<file path="src/rtl/cdc_pkg.sv">
// Shared definitions for the 2-phase CDC transmitter: FSM encoding and
// the occupancy-counter width helper.
package cdc_pkg;

  typedef enum logic {
    ST_IDLE = 1'b0,
    ST_WAIT = 1'b1
  } state_t;

  // Occupancy runs 0..depth inclusive, so it needs one more code than depth.
  function automatic int level_width(input int depth);
    return $clog2(depth + 1);
  endfunction

endpackage

</file>
<file path="src/rtl/fifo_sync.sv">
// Single-clock FIFO with natural-wrap pointers and an explicit count register.
// Push while full and pop while empty are ignored.
module fifo_sync
  import cdc_pkg::*;
#(
  parameter int DW = 8,
  parameter int DEPTH = 4,
  localparam int AW = $clog2(DEPTH),
  localparam int LW = level_width(DEPTH)
) (
  input  logic          clk_i,
  input  logic          rst_i,
  input  logic          push_i,
  input  logic [DW-1:0] data_i,
  input  logic          pop_i,
  output logic [DW-1:0] data_o,
  output logic          full_o,
  output logic          empty_o,
  output logic [LW-1:0] level_o
);

  logic [DW-1:0] mem [DEPTH];
  logic [AW-1:0] wr_ptr;
  logic [AW-1:0] rd_ptr;
  logic [LW-1:0] count;
  logic          do_push;
  logic          do_pop;

  assign full_o  = (count == LW'(DEPTH));
  assign empty_o = (count == '0);
  assign do_push = push_i && !full_o;
  assign do_pop  = pop_i && !empty_o;
  assign data_o  = mem[rd_ptr];
  assign level_o = count;

  always_ff @(posedge clk_i) begin
    if (rst_i) begin
      wr_ptr <= '0;
      rd_ptr <= '0;
      count  <= '0;
    end else begin
      if (do_push) wr_ptr <= wr_ptr + AW'(1);
      if (do_pop)  rd_ptr <= rd_ptr + AW'(1);
      case ({do_push, do_pop})
        2'b10:   count <= count + LW'(1);
        2'b01:   count <= count - LW'(1);
        default: count <= count;
      endcase
    end
  end

  // Storage is not reset; count and pointers define which entries are live.
  always_ff @(posedge clk_i) begin
    if (do_push) mem[wr_ptr] <= data_i;
  end

endmodule

</file>
<file path="src/rtl/cdc_2phase_tx.sv">
// Source-domain end of a 2-phase req/ack/data link: buffers a stream and
// launches one req toggle per word, completing when the synced ack matches req.
module cdc_2phase_tx
  import cdc_pkg::*;
#(
  parameter int DW = 8,
  parameter int DEPTH = 4,
  parameter int SYNC_STAGES = 2,
  parameter int TIMEOUT = 0,
  localparam int LW = level_width(DEPTH)
) (
  input  logic          clk_i,
  input  logic          rst_i,
  input  logic [DW-1:0] s_data_i,
  input  logic          s_valid_i,
  output logic          s_ready_o,
  output logic          async_req_o,
  output logic [DW-1:0] async_data_o,
  input  logic          async_ack_i,
  output logic          busy_o,
  output logic [LW-1:0] level_o,
  output logic          timeout_o,
  output state_t        state_o
);

  localparam int TW = (TIMEOUT > 0) ? $clog2(TIMEOUT + 1) : 1;

  logic                   full;
  logic                   empty;
  logic [DW-1:0]          head;
  logic                   push;
  logic                   pop;
  logic [SYNC_STAGES-1:0] ack_sync;
  logic                   ack_s;
  state_t                 state;
  logic                   req_r;
  logic [DW-1:0]          data_r;
  logic [TW-1:0]          tcnt;
  logic                   tout_r;

  // Stream handshake: a word transfers on any edge where s_valid_i and
  // s_ready_o are both high; s_ready_o depends only on reset and occupancy.
  assign s_ready_o = !rst_i && !full;
  assign push      = s_valid_i && s_ready_o;
  assign pop       = (state == ST_IDLE) && !empty;

  fifo_sync #(
    .DW   (DW),
    .DEPTH(DEPTH)
  ) u_fifo (
    .clk_i  (clk_i),
    .rst_i  (rst_i),
    .push_i (push),
    .data_i (s_data_i),
    .pop_i  (pop),
    .data_o (head),
    .full_o (full),
    .empty_o(empty),
    .level_o(level_o)
  );

  always_ff @(posedge clk_i) begin
    if (rst_i) ack_sync <= '0;
    else       ack_sync <= {ack_sync[SYNC_STAGES-2:0], async_ack_i};
  end
  assign ack_s = ack_sync[SYNC_STAGES-1];

  // ack_s is only compared in WAIT, so stray ack toggles in IDLE are ignored.
  always_ff @(posedge clk_i) begin
    if (rst_i) begin
      state  <= ST_IDLE;
      req_r  <= 1'b0;
      data_r <= '0;
      tcnt   <= '0;
      tout_r <= 1'b0;
    end else begin
      case (state)
        ST_IDLE: begin
          if (!empty) begin
            data_r <= head;
            req_r  <= !req_r;
            tcnt   <= '0;
            state  <= ST_WAIT;
          end
        end
        ST_WAIT: begin
          if (ack_s == req_r) state <= ST_IDLE;
          if ((TIMEOUT > 0) && (tcnt != TW'(TIMEOUT))) begin
            tcnt <= tcnt + TW'(1);
            if (tcnt + TW'(1) == TW'(TIMEOUT)) tout_r <= 1'b1;
          end
        end
        default: state <= ST_IDLE;
      endcase
    end
  end

  assign async_req_o  = req_r;
  assign async_data_o = data_r;
  assign busy_o       = (state == ST_WAIT) || !empty;
  assign timeout_o    = (TIMEOUT > 0) ? tout_r : 1'b0;
  assign state_o      = state;

endmodule

</file>
<file path="config.mk">
export PLATFORM = sky130hd
export DESIGN_NAME = cdc_2phase_tx
export DESIGN_NICKNAME = d
export VERILOG_FILES = /design/src/rtl/cdc_pkg.sv /design/src/rtl/fifo_sync.sv /design/src/rtl/cdc_2phase_tx.sv
export SDC_FILE = /design/constraint.sdc
export NUM_CORES = 1
export LEC_CHECK = 0
export BUFFER_PORTS_ARGS = -buffer_cell sky130_fd_sc_hd__buf_2
export CAP_MARGIN = 20
export CORE_ASPECT_RATIO = 0.5
export CORE_MARGIN = 3
export CORE_UTILIZATION = 38
export CTS_CLUSTER_DIAMETER = 80
export DETAILED_ROUTE_END_ITERATION = 6
export HOLD_SLACK_MARGIN = 0.1
export PLACE_DENSITY = 0.62
export REMOVE_ABC_BUFFERS = 1
export SLEW_MARGIN = 10
export SYNTH_ARGS = -nofsm -noshare
export SYNTH_HDL_FRONTEND = slang
export SYNTH_SLANG_ARGS = --single-unit
</file>
<file path="constraint.sdc">
create_clock -name clk_i -period 1.8 [get_ports clk_i]
set_input_delay 0.18 -clock clk_i [delete_from_list [all_inputs] [get_ports clk_i]]
set_output_delay 0.18 -clock clk_i [all_outputs]
set_load 0.01 [all_outputs]
</file>
==> results of run 1 <==
-- how the worst min path moves through the flow --
| stage | startpoint | end | slack (ns) | cells after the start |
|---|---|---|---|---|
| floorplan | rst_i | async_data_o[0] | 0.25 | 1 |
| detailed placement | async_ack_i | ack_sync[0] | 0.40 | 2 |
| CTS | rst_i | u_fifo.level_o[2] | 0.30 | 3 |
| global route | rst_i | u_fifo.level_o[2] | 0.31 | 3 |
| finish | rst_i | u_fifo.level_o[2] | 0.28 | 3 |
| global placement | s_data_i[1] | u_fifo.mem[2][1] | 0.39 | 1 |
-- cell families (layout without fill, tap and decap cells) --
group	after synthesis	after routing	share of synthesized area [%]
buf+inv	18	71	4.50
simple gates	31	31	8.02
fa+ha+maj	6	6	4.01
other cells	1	1	0.182
xor+xnor	3	3	1.28
flops	51	51	65.1
mux	10	10	9.78
compound gates	26	26	7.11
-- tightest hold or removal path: cells and delay by family --
kind,cells,cell delay (ns)
AO/OA/AOI/OAI,1,0.04
buffers and inverters,2,0.34
-- per-layer routing --
layer	vias to the layer above	wire length, um	GRT usage, %
li1	633	-	-
met1	606	1780	18.2
met2	27	1850	20.5
met3	4	189	4.12
met4	0	39	4.21
met5	-	0	0
-- where the power goes --
part	leakage [nW]	internal [mW]	switching, mW
Combinational	0.494	0.539	0.543
Sequential	0.448	1.44	0.138
Clock	0.0467	0.288	0.404
-- synth_stat cells, drive strengths merged --
cell | instances | area (um^2)
or3 | 4 | 25.0
a311oi | 1 | 15.0
fa | 1 | 20.0
nor3b | 2 | 20.0
nand2 | 2 | 7.51
mux2i | 1 | 10.0
nor2b | 2 | 12.5
mux2 | 1 | 11.3
nor2 | 8 | 30.0
o21a | 1 | 7.51
buf | 4 | 37.5
and2 | 4 | 25.0
mux4 | 8 | 180
ha | 5 | 62.6
edfxtp | 32 | 961
o21ai | 11 | 55.1
a21oi | 12 | 60.1
dfxtp | 19 | 380
a31o | 1 | 8.76
conb | 1 | 3.75
nand3 | 8 | 40.0
clkbuf | 5 | 21.3
nor3 | 1 | 5.00
xor2 | 2 | 17.5
inv | 9 | 33.8
xnor2 | 1 | 8.76
-- stage by stage --
stage | total power, mW | TNS (ns) | area, um^2 | instances
floorplan | 2.17 | -0.745 | 2000 | 137
global placement | 2.63 | -0.157 | 2390 | 249
detailed placement | 2.65 | -0.233 | 2390 | 249
CTS | 3.38 | -0.137 | 2610 | 269
global route | 3.58 | -0.456 | 2620 | 269
finish | 3.35 | -0.136 | 2620 | 269
-- placed cells by master, fill, tap and decap left out, drive strengths merged, types with 4 or more instances in the layout --
cell / netlist / layout
a21oi: 12 / 12
dlygate4sd3: 0 / 9
inv: 9 / 11
buf: 4 / 45
o21ai: 11 / 11
nand3: 8 / 8
and2: 4 / 4
nor2: 8 / 8
clkbuf: 5 / 5
edfxtp: 32 / 32
ha: 5 / 5
or3: 4 / 4
dfxtp: 19 / 19
mux4: 8 / 8
-- final cells by class --
class	instances	area, um^2
tap	70	87.6
inverter	9	33.8
fill	444	2450
timing repair buffer	54	413
sequential	51	1350
clock inverter	3	27.5
multi-input combinational	77	642
clock buffer	5	68.8
-- registers in the layout (all words and copies together) (netlist names) --
register / flops
u_fifo.mem: 32
state_o: 1
async_req_o: 1
u_fifo.wr_ptr: 2
async_data_o: 8
u_fifo.rd_ptr: 2
ack_sync: 2
u_fifo.level_o: 3
-- timing repair --
| item | in CTS | in global routing |
|---|---|---|
| hold endpoints to repair | 33 | 0 |
| resized for setup | 6 | 1 |
| buffers inserted | 3 | 0 |
| pin swaps | 2 | 1 |
| hold buffers | 9 | 0 |
| endpoints found under the setup margin | 2 | 2 |
==> flow_metrics.env, run 1 <==
export IMPL_drt_pass1_iterations=4
export IMPL_status="finished with violations"
export IMPL_drtIter0Drc=56
export IMPL_layout_drive_gt1_share_pct=35.7
export IMPL_crit_chain="nor3b_2 -> buf_4 -> nor3b_2 -> inv_1 -> ha_1 -> inv_1 -> fa_2 -> xor2_1 -> or3_1 -> a21oi_2"
export IMPL_path_buf_inv=3
export IMPL_netlist_area_um2=2060
export IMPL_timing_rr_end="u_fifo.level_o[2]"
export IMPL_cp_required_ns=2.05
export IMPL_ys_types=29
export IMPL_cts_buffers_inserted=5
export IMPL_grt_setup_unrepaired="yes"
export IMPL_violations="negative setup slack"
export IMPL_nNetsFinal=216
export IMPL_final_max_slew_viol_count=0
export IMPL_crit_start="u_fifo.level_o[0]"
export IMPL_end_kind="register"
export IMPL_max_stage_delay_ns=0.34
export IMPL_grt_max_degree=21
export IMPL_cp_max_fo=2
export IMPL_cp_start_kind="register"
export IMPL_area_growth_pct=27.1
export IMPL_drc=0
export IMPL_setup_violations=2
export IMPL_grt_pass1_vias=1254
export IMPL_antenna_left=0
export IMPL_place_ws_ns=-0.233
export IMPL_final_core_util_pct=51.7
export IMPL_arrival_ns=2.18
export IMPL_antenna_found_initial=0
export IMPL_maxCapViolations=0
export IMPL_grt_usage_pct=13.3
export IMPL_viasPerCell=4.72
export IMPL_clockBufferDepth=2
export IMPL_syn_area_per_cell_um2=14.1
export IMPL_gr_total_overflow=0
export IMPL_synthCells=146
export IMPL_p_leak_nw=0.988
export IMPL_diodes=0
export IMPL_endpoint="u_fifo.level_o[2]"
export IMPL_path_clk_slew_ns=0.10
export IMPL_p_per_area_nw_per_um2=1280
export IMPL_finalHoldViolations=0
export IMPL_critPathTopFamily="simple AND/OR/NAND/NOR gates"
export IMPL_ir_worst_vdd_mv=0.556
export IMPL_via_count=1270
export IMPL_ys_ff_latch=51
export IMPL_worst_setup_path_type="reg2reg"
export IMPL_hpwl_um=2570
export IMPL_grt_pass1_wl_um=6270
export IMPL_totalWireLength_um=3860
export IMPL_port_buffers=26
export IMPL_htree_levels=2
export IMPL_yosys_warnings=0
export IMPL_dieWidth_um=110
export IMPL_reg2regPathDepth=10
export IMPL_core_area_um2=5070
export IMPL_rows=18
export IMPL_clkSinkCount=51
export IMPL_gp_congestion=0.748
export IMPL_fmax_mhz=519
export IMPL_slew_headroom_pct=56.3
export IMPL_rrSetupSlack_ns=-0.13
export IMPL_cts_tree="done"
export IMPL_die_h_um=58.1
export IMPL_ys_seq_area_share_pct=65.1
export IMPL_clockRootBuffer="clkbuf_8"
export IMPL_max_slew_worst_pin_slew_ns=0.655
export IMPL_min_path_type="in2reg"
export IMPL_finalCriticalPeriod_ns=1.93
export IMPL_dieArea_um2=6390
export IMPL_holdWs_ns=0.281
export IMPL_wl_per_cell_um=14.3
export IMPL_start_util_pct=40.6
export IMPL_clock_skew_ns=0.00878
export IMPL_crit_slowest_cell="dfxtp_2"
export IMPL_fin_ws_ns=-0.127
export IMPL_fin_crit_sh_pct=107
export IMPL_worst_path_stages=10
export IMPL_io_pins=28
export IMPL_r2r_start="u_fifo.level_o[0]"
export IMPL_clk_latency_ns=0.31
Note: power is estimated with default switching activity, not from simulation.
==> run 2, diff against run 1 <==
ABC_AREA = 1   (was unset)
PLACE_DENSITY = 0.61   (was 0.62)
==> flow_metrics.env, run 2 <==
export IMPL_yosys_warnings=0
export IMPL_wl_met3_um=134
export IMPL_end_kind="register"
export IMPL_netlist_area_um2=2330
export IMPL_r2r_start="u_fifo.level_o[1]"
export IMPL_cp_max_fo=4
export IMPL_drt_pass1_iterations=4
export IMPL_arrival_ns=1.85
export IMPL_finalCriticalPeriod_ns=1.67
export IMPL_core_area_um2=5710
export IMPL_crit_start="u_fifo.level_o[1]"
export IMPL_largest_register="u_fifo.mem"
export IMPL_dpl_cell_count=361
export IMPL_diodes=0
export IMPL_gr_total_overflow=0
export IMPL_totalWireLength_um=4160
export IMPL_area_growth_pct=17.5
export IMPL_viasPerCell=4.38
export IMPL_clkSinkCount=51
export IMPL_via_count=1619
export IMPL_fmax_mhz=600
export IMPL_gp_congestion=0.822
export IMPL_antenna_found_initial=0
export IMPL_drc=0
export IMPL_clock_skew_ns=0.00599
export IMPL_ir_worst_vdd_mv=0.872
export IMPL_reg2regPathDepth=12
export IMPL_rrSetupSlack_ns=0.13
export IMPL_route_met2_wl_um=2050
export IMPL_endpoint="u_fifo.level_o[2]"
export IMPL_grt_usage_pct=12.9
export IMPL_yosysTopAreaCell="edfxtp_1"
export IMPL_worst_setup_path_type="reg2reg"
export IMPL_layout_drive_gt1_share_pct=19.9
export IMPL_ys_ff_latch=51
export IMPL_finalHoldViolations=0
export IMPL_fin_crit_sh_pct=92.6
export IMPL_final_max_slew_viol_count=0
export IMPL_path_clk_slew_ns=0.06
export IMPL_start_util_pct=40.9
export IMPL_dieWidth_um=117
export IMPL_status="finished clean"
export IMPL_clockBufferDepth=2
export IMPL_drtIter0Drc=54
export IMPL_cpMostUsedCell="nand2_1"
export IMPL_maxCapViolations=0
export IMPL_clockRootBuffer="clkbuf_16"
export IMPL_fin_cells=370
export IMPL_rows=19
export IMPL_final_cell_mix="65 x nand2_1, 56 x inv_1, 32 x edfxtp_1"
export IMPL_yosys_area_top_type_share_pct=41.2
export IMPL_ys_types=22
export IMPL_cts_tree="done"
export IMPL_synthCells=261
export IMPL_crit_slowest_cell="dfxtp_4"
export IMPL_cp_start_kind="register"
export IMPL_synth_flop_cell="edfxtp_1"
export IMPL_crit_chain="nor2_4 -> nand2_2 -> nand3_4 -> ha_4 -> inv_1 -> fa_2 -> inv_1 -> nand2_1 -> nand3_1 -> nand2_1 -> nand2_1 -> nor2_1"
export IMPL_htree_levels=2
export IMPL_clk_latency_ns=0.29
export IMPL_p_leak_nw=1.32
export IMPL_cts_buffers_inserted=5
export IMPL_io_pins=28
export IMPL_nNetsFinal=314
export IMPL_grt_pass1_vias=1529
export IMPL_ys_seq_area_share_pct=57.4
export IMPL_synth_most_common_cell="nand2_1"
export IMPL_antenna_left=0
export IMPL_wl_per_cell_um=11.2
export IMPL_ys_top_cells_by_area="edfxtp_1 41%, dfxtp_1 16%, nand2_1 11%"
export IMPL_grt_max_degree=20
export IMPL_synth_commonest_cells="66 x nand2_1, 56 x inv_1, 32 x edfxtp_1"
export IMPL_holdWs_ns=0.109
export IMPL_synthArstFlopShare_pct=0
export IMPL_met1_length_um=1960
export IMPL_fin_setup_tns_ns=0
export IMPL_cp_required_ns=1.98
export IMPL_min_path_type="in2reg"
export IMPL_die_h_um=61.4
export IMPL_timing_rr_end="u_fifo.level_o[2]"
export IMPL_hpwl_um=2870
export IMPL_grt_pass1_wl_um=6870
export IMPL_synth_edf_count=32
export IMPL_setup_violations=0
export IMPL_syn_area_per_cell_um2=8.95
export IMPL_max_stage_delay_ns=0.36
export IMPL_dieArea_um2=7180
export IMPL_port_buffers=26
export IMPL_largest_reg_flops=32
export IMPL_finalPower_mw=4.27
export IMPL_layout_commonest_cell="nand2_1"
export IMPL_routed_top_layer="met4"
export IMPL_p_per_area_nw_per_um2=1560
## run 2: worst min-delay path by stage
stage,from,endpoint,slack [ns],depth (start not counted)
floorplan,rst_i,state_o,0.25,1
global placement,async_ack_i,ack_sync[0],0.38,3
detailed placement,async_ack_i,ack_sync[0],0.39,3
CTS,s_data_i[6],u_fifo.mem[3][6],0.10,1
global route,s_data_i[0],u_fifo.mem[3][0],0.11,1
finish,s_data_i[6],u_fifo.mem[3][6],0.11,1
## run 2: kinds of logic (layout without fill, tap and decap cells)
group,count (synthesis),count (layout),share of synthesized area (%)
AND/OR/NAND/NOR,125,125,22.8
buffers and inverters,68,104,13.9
flip-flops,51,51,57.4
AO/OA/AOI/OAI,10,10,2.14
adder cells (fa/ha/maj),6,6,3.54
other,1,1,0.161
## run 2: power by group
group / switching (mW) / total [mW] / leakage [nW] / internal (mW)
Combinational: 1.02 / 1.62 / 0.788 / 0.598
Sequential: 0.114 / 1.58 / 0.449 / 1.46
Clock: 0.384 / 1.07 / 0.0868 / 0.690
Total: 1.52 / 4.27 / 1.32 / 2.75
## run 2: per-stage QoR
stage	utilization (%)	instance area, um^2	setup slack, ns
2_1_floorplan	-	2240	-0.0224
3_3_place_gp	44.4	2530	0.129
3_5_place_dp	44.4	2530	0.0234
4_1_cts	47.6	2720	0.00694
5_1_grt	48.1	2740	-0.0134
6_report	48.1	2740	0.133
## run 2: repair_timing
item                                    CTS  global route
gates resized for setup                   0             9
hold buffers                              1             0
buffers inserted                          0             0
endpoints found under the setup margin    0             1
endpoints found under the hold margin     1             0
## run 2: area by class of cell
type | count | area (um^2)
timing repair buffer | 36 | 208
tap | 73 | 91.3
clock inverter | 2 | 35.0
clock buffer | 6 | 139
sequential | 51 | 1350
fill | 535 | 2960
multi-input combinational | 142 | 687
inverter | 60 | 233
## run 2: critical path, delay by kind of cell (launching register included)
| kind | cells | cell delay, ns |
|---|---|---|
| and+or+nand+nor | 8 | 0.61 |
| adders and majority gates | 2 | 0.48 |
| DFF | 1 | 0.36 |
| buffers and inverters | 2 | 0.13 |
## run 2: layer usage
metal  up-vias  global-route usage [%]
met5         -                       0
met4         0                    3.10
met3         2                    4.51
met2        24                    22.6
met1       733                    15.5
li1        860                       -
